[src/rtl/instruction_loader_pkg.sv]
// Shared types and constants for the serial instruction loader.
// Holds the session FSM encoding and the framing sizes of the byte stream.
package instruction_loader_pkg;

    typedef enum logic [2:0] {
        S_IDLE,
        S_COUNT,
        S_LOAD,
        S_WRITE,
        S_DONE,
        S_ERROR
    } loader_state_e;

    localparam int LOADER_HEADER_BYTES = 4;
    localparam int LOADER_WORD_BYTES   = 4;

endpackage

[src/rtl/instruction_loader_word_assembler.sv]
// Little-endian byte-lane shift register: four pushes build one 32-bit word.
// The loader reuses it for both the word-count header and every payload word.
module word_assembler
    import instruction_loader_pkg::*;
(
    input  logic        clk,
    input  logic        rst,
    input  logic        clear_i,
    input  logic        push_i,
    input  logic [7:0]  byte_i,
    output logic [31:0] word_o,
    output logic [31:0] next_word_o,
    output logic        last_o,
    output logic        full_o
);

    logic [31:0] word_q, word_d;
    logic [1:0]  lane_q, lane_d;
    logic        full_q, full_d;

    // Newest byte enters at the top so the first byte ends up in bits 7:0.
    assign next_word_o = {byte_i, word_q[31:8]};
    assign last_o      = push_i && (lane_q == 2'(LOADER_WORD_BYTES - 1));

    always_comb begin
        word_d = word_q;
        lane_d = lane_q;
        full_d = full_q;
        if (clear_i) begin
            word_d = '0;
            lane_d = '0;
            full_d = 1'b0;
        end else if (push_i) begin
            word_d = next_word_o;
            lane_d = lane_q + 2'd1;
            full_d = last_o;
        end
    end

    always_ff @(posedge clk or posedge rst) begin
        if (rst) begin
            word_q <= '0;
            lane_q <= '0;
            full_q <= 1'b0;
        end else begin
            word_q <= word_d;
            lane_q <= lane_d;
            full_q <= full_d;
        end
    end

    assign word_o = word_q;
    assign full_o = full_q;

endmodule

[src/rtl/instruction_loader.sv]
// Serial boot loader: takes a little-endian word count then that many words
// from a valid/ready byte stream and writes them to instruction memory.
module instruction_loader
    import instruction_loader_pkg::*;
#(
    parameter int unsigned MEMORY_WORDS = 256,
    parameter logic [31:0] BASE_ADDRESS = 32'h0000_0000
) (
    input  logic        clk,
    input  logic        rst,
    input  logic        loader_start,
    input  logic        loader_byte_valid,
    input  logic [7:0]  loader_byte_data,
    output logic        loader_byte_ready,
    output logic        instruction_memory_write_enable,
    output logic [31:0] instruction_memory_access_address,
    output logic [31:0] instruction_memory_write_data,
    output logic        cpu_hold,
    output logic        loader_busy,
    output logic        loader_done,
    output logic        loader_error
);

    loader_state_e state_q, state_d;
    logic [31:0]   word_idx_q, word_idx_d;
    logic [31:0]   count_q, count_d;

    logic          accept, start_ok;
    logic [31:0]   asm_word, asm_next;
    logic          asm_last, asm_full;

    assign accept   = loader_byte_valid && loader_byte_ready;
    assign start_ok = loader_start &&
                      (state_q == S_IDLE || state_q == S_DONE || state_q == S_ERROR);

    word_assembler u_asm (
        .clk         (clk),
        .rst         (rst),
        .clear_i     (start_ok),
        .push_i      (accept),
        .byte_i      (loader_byte_data),
        .word_o      (asm_word),
        .next_word_o (asm_next),
        .last_o      (asm_last),
        .full_o      (asm_full)
    );

    always_ff @(posedge clk or posedge rst) begin
        if (rst) begin
            state_q    <= S_IDLE;
            word_idx_q <= '0;
            count_q    <= '0;
        end else begin
            state_q    <= state_d;
            word_idx_q <= word_idx_d;
            count_q    <= count_d;
        end
    end

    // The count is judged on the fly from the 4th header byte so DONE/ERROR
    // land in the very next cycle.
    always_comb begin
        state_d    = state_q;
        word_idx_d = word_idx_q;
        count_d    = count_q;
        case (state_q)
            S_IDLE, S_DONE, S_ERROR: begin
                if (start_ok) begin
                    state_d    = S_COUNT;
                    word_idx_d = '0;
                    count_d    = '0;
                end
            end
            S_COUNT: begin
                if (asm_last) begin
                    count_d = asm_next;
                    if (asm_next == 32'd0)                    state_d = S_DONE;
                    else if (asm_next > 32'(MEMORY_WORDS))    state_d = S_ERROR;
                    else                                      state_d = S_LOAD;
                end
            end
            S_LOAD: begin
                if (asm_last) state_d = S_WRITE;
            end
            S_WRITE: begin
                if (word_idx_q + 32'd1 == count_q) begin
                    state_d = S_DONE;
                end else begin
                    word_idx_d = word_idx_q + 32'd1;
                    state_d    = S_LOAD;
                end
            end
            default: state_d = S_IDLE;
        endcase
    end

    always_comb begin
        loader_byte_ready                 = (state_q == S_COUNT) || (state_q == S_LOAD);
        instruction_memory_write_enable   = 1'b0;
        instruction_memory_access_address = '0;
        instruction_memory_write_data     = '0;
        loader_busy  = (state_q == S_COUNT) || (state_q == S_LOAD) || (state_q == S_WRITE);
        loader_done  = (state_q == S_DONE);
        loader_error = (state_q == S_ERROR);
        cpu_hold     = (state_q != S_DONE);
        if (state_q == S_WRITE && asm_full) begin
            instruction_memory_write_enable   = 1'b1;
            instruction_memory_access_address = BASE_ADDRESS + (word_idx_q << 2);
            instruction_memory_write_data     = asm_word;
        end
    end

endmodule
[config.mk]
export PLATFORM = sky130hd
export DESIGN_NAME = instruction_loader
export DESIGN_NICKNAME = d
export VERILOG_FILES = /design/src/rtl/instruction_loader_pkg.sv /design/src/rtl/instruction_loader_word_assembler.sv /design/src/rtl/instruction_loader.sv
export SDC_FILE = /design/constraint.sdc
export NUM_CORES = 1
export LEC_CHECK = 0
export ABC_AREA = 1
export CAP_MARGIN = 20
export CORE_UTILIZATION = 25
export DETAILED_ROUTE_END_ITERATION = 16
export PLACE_DENSITY = 0.45
export SLEW_MARGIN = 20
export SYNTH_ARGS = -nofsm -noshare
export SYNTH_HDL_FRONTEND = slang
export SYNTH_HIERARCHICAL = 1
export SYNTH_SLANG_ARGS = --single-unit
[constraint.sdc]
create_clock -name clk -period 2.8 [get_ports clk]
set_input_delay 0.42 -clock clk [delete_from_list [all_inputs] [get_ports clk]]
set_output_delay 0.42 -clock clk [all_outputs]
set_load 0.02 [all_outputs]
==> results.yml <==
worst_setup_path:
  critPathRequiredTime_ns: 2.38
  r2r-start: "word_idx_q[0]"
  path_cells: "nor2_1, inv_1, nor2_1, nand2_2, buf_6, nor2_1, clkdlybuf4s50_1"
  cp_slowest_stage_delay_ns: 0.61
  crit_type: "reg -> out"
  critPathTopFamily: "buffers and inverters"
  cp_slowest_cell: "clkdlybuf4s50_1"
  endpoint_kind: "output port"
  cp_common_cell: "nor2_1"
  critPathBufInv: 3
  worst-path-max-fanout: 42
  rr_worst_depth: 19
  r2r_slack_ns: 0.24
  cp-start-kind: "flop"
  timing.rr.end: "state_q[1]"
  critPathArrivalTime_ns: 2.25
die:
  dieArea_sq_mm: 0.02854
  pin_count: 82
  initial_core_util_pct: 25.64
  die_y_um: 169.0
  rows: 60
  die_w_um: 169.0
  core_area_sq_mm: 0.02718
worst_hold_path:
  hold_depth: 2
  whs_endpoint: "u_asm/word_o[5]"
  worstHoldPathType: "reg -> reg"
  min_from: "u_asm/word_o[5]"
timing:
  rsz0062_at_grt: "yes"
  max_slew_margin_pct: 56.34
  fin_worst_skew_ns: 0.008511
  maxSlewViolCount: 0
  tightestPinTransition_ns: 0.6540
  setup_viol: 0
  layout_min_cycle_time_ns: 2.670
  timing.fmax_mhz: 374.5
  period_share_pct: 95.35
  hold_viol_final: 0
clock_tree:
  cts-hold-fix-buffers: 0
  cts_setup_buffers: 0
  tritoncts: "done"
  clkSinkCount: 102
  cts_buffer_depth: 2
  cts_made_buffers: 9
  h-tree-depth: 3
  cts_root_buffer: "clkbuf_16"
  clk_latency_ns: 0.36
  path_clk_slew_ns: 0.08
route:
  ant_nets: 0
  drtIter0Drc: 362
  vias: 6462
  via_per_inst: 4.378
  drcViolationCount: 0
  wl_per_cell_um: 15.22
  drt_pass1_iterations: 5
  wl_mm: 22.46
cells_and_area:
  fill_cells: 3040
  drive_gt1_share_pct: 9.239
  finalCoreUtilization_pct: 31.22
  area_growth_pct: 21.78
  nets: 1113
  layout_commonest_cell: "nand2_1"
  diodes: 0
  final_cell_mix: "331 x nand2_1, 151 x nand3_1, 141 x nor2_1"
synth:
  yosys_warnings: 6
  synth_area_sq_mm: 0.006968
  synth_edf_count: 0
  async_flop_share_pct: 100.0
  synth.distinct_cells: 36
  ys_ff_latch: 102
  syn_area_per_cell_sq_um: 6.636
  synthCells: 1050
  synthFlopType: "dfrtp_1"
  seq_area_frac_synth_pct: 36.63
grt:
  grtUsageTotal_pct: 16.41
  grt_pass1_wl_mm: 36.28
  grt_max_degree: 62
  antenna_found_initial: 0
  grt-ovfl-total: 0
  grt_pass1_vias: 6290
pwr:
  p_per_area_mw_per_mm2: 601.2
  ir_drop_mv: 0.4906
  power.total_mw: 5.101
  cellLeakagePower_nw: 4.741
run:
  maxCapViolCount: 0
place:
  port_buffers: 79
  place_congestion: 0.8515
  dpl.hpwl_mm: 16.53
outcome:
  status: "complete, no violations"
==> how the worst max path moves through the flow <==
stage / from / to / slack (ns) / cells past startpoint
after floorplan: state_q[2] / count_q[0] / 0.22 / 16
after global placement: word_idx_q[11] / state_q[1] / 0.16 / 18
after detailed placement: word_idx_q[0] / state_q[1] / 0.16 / 19
after CTS: state_q[2] / instruction_memory_write_data[12] / 0.005 / 7
after global routing: word_idx_q[6] / state_q[1] / -0.02 / 16
final: state_q[2] / instruction_memory_write_data[9] / 0.13 / 7
==> repair_timing <==
item,in CTS,in global routing
pin swaps,0,1
endpoints found under the hold margin,0,0
setup endpoints to repair,1,89
resized for setup,1,68
==> state kept, by name, summed over array words and instances (netlist names) <==
name / count
u_asm/lane_q: 2
u_asm/full_o: 1
u_asm/word_o: 32
word_idx_q: 32
state_q: 3
count_q: 32
==> stage by stage <==
step           cells  hold WS [ns]  setup WS, ns  cell area [sq um]   TNS, ns
2_1_floorplan   1051        0.4419        0.2215               6972         0
3_3_place_gp    1460        0.4581        0.1606               8029         0
3_5_place_dp    1460        0.4647        0.1610               8029         0
4_1_cts         1476        0.4837      0.005327               8317         0
5_1_grt         1476        0.5125      -0.01797               8486  -0.01797
6_report        1476        0.4748        0.1301               8486         0
==> where the power goes <==
| group | internal (mW) | total (mW) | switching [mW] |
|---|---|---|---|
| clock | 0.626 | 1.29 | 0.661 |
| combinational | 0.591 | 1.77 | 1.18 |
| sequential | 1.73 | 2.04 | 0.318 |
| total | 2.94 | 5.10 | 2.16 |
==> cells in the mapped netlist (4+ instances only) <==
library cell / n / area, sq um
nand2_1: 333 / 1250
xor2_1: 5 / 43.79
nand4_1: 7 / 43.79
clkbuf_1: 21 / 78.83
nor3_1: 5 / 25.02
nand3_1: 151 / 755.7
inv_1: 122 / 457.9
a21oi_1: 14 / 70.07
nor2_2: 4 / 25.02
nor2_1: 146 / 548.0
o21ai_0: 34 / 170.2
buf_6: 13 / 146.4
nor4_1: 5 / 31.28
nand3_2: 12 / 120.1
buf_4: 36 / 270.3
nor2_4: 6 / 67.56
dfrtp_1: 102 / 2552
nand2_2: 8 / 50.05
==> tightest hold or removal path, cell delays in order, from the launching register on <==
cell	delay, ns
dfrtp_1	0.35
nand2_1	0.05
nand2_1	0.05
==> kinds of logic after synthesis <==
family                   share of synthesized area (%)
other                                          0.05382
AND/OR/NAND/NOR                                  43.62
adder cells (fa/ha/maj)                         0.3591
flip-flops                                       36.63
buffers and inverters                            14.33
XOR/XNOR                                         1.418
AO/OA/AOI/OAI                                    3.591
==> per-layer routing <==
layer	global-route usage (%)	vias up	wire, um
met5	0	-	0
met4	4.704	0	362
met3	1.894	20	1121
met2	25.40	161	9740
met1	23.84	2939	11240
li1	-	3342	-
==> layout make-up <==
| class | instances | area, sq um | share of cell area, % |
|---|---|---|---|
| Multi-Input combinational cell | 749 | 3448 | 40.64 |
| Sequential cell | 102 | 2559 | 30.15 |
| Timing Repair Buffer | 110 | 1245 | 14.67 |
| Inverter | 127 | 479.2 | 5.647 |
| Tap cell | 372 | 465.4 | 5.485 |
| Clock buffer | 9 | 225.2 | 2.654 |
| Clock inverter | 7 | 63.81 | 0.7520 |
Note: power is estimated with default switching activity, not from simulation.
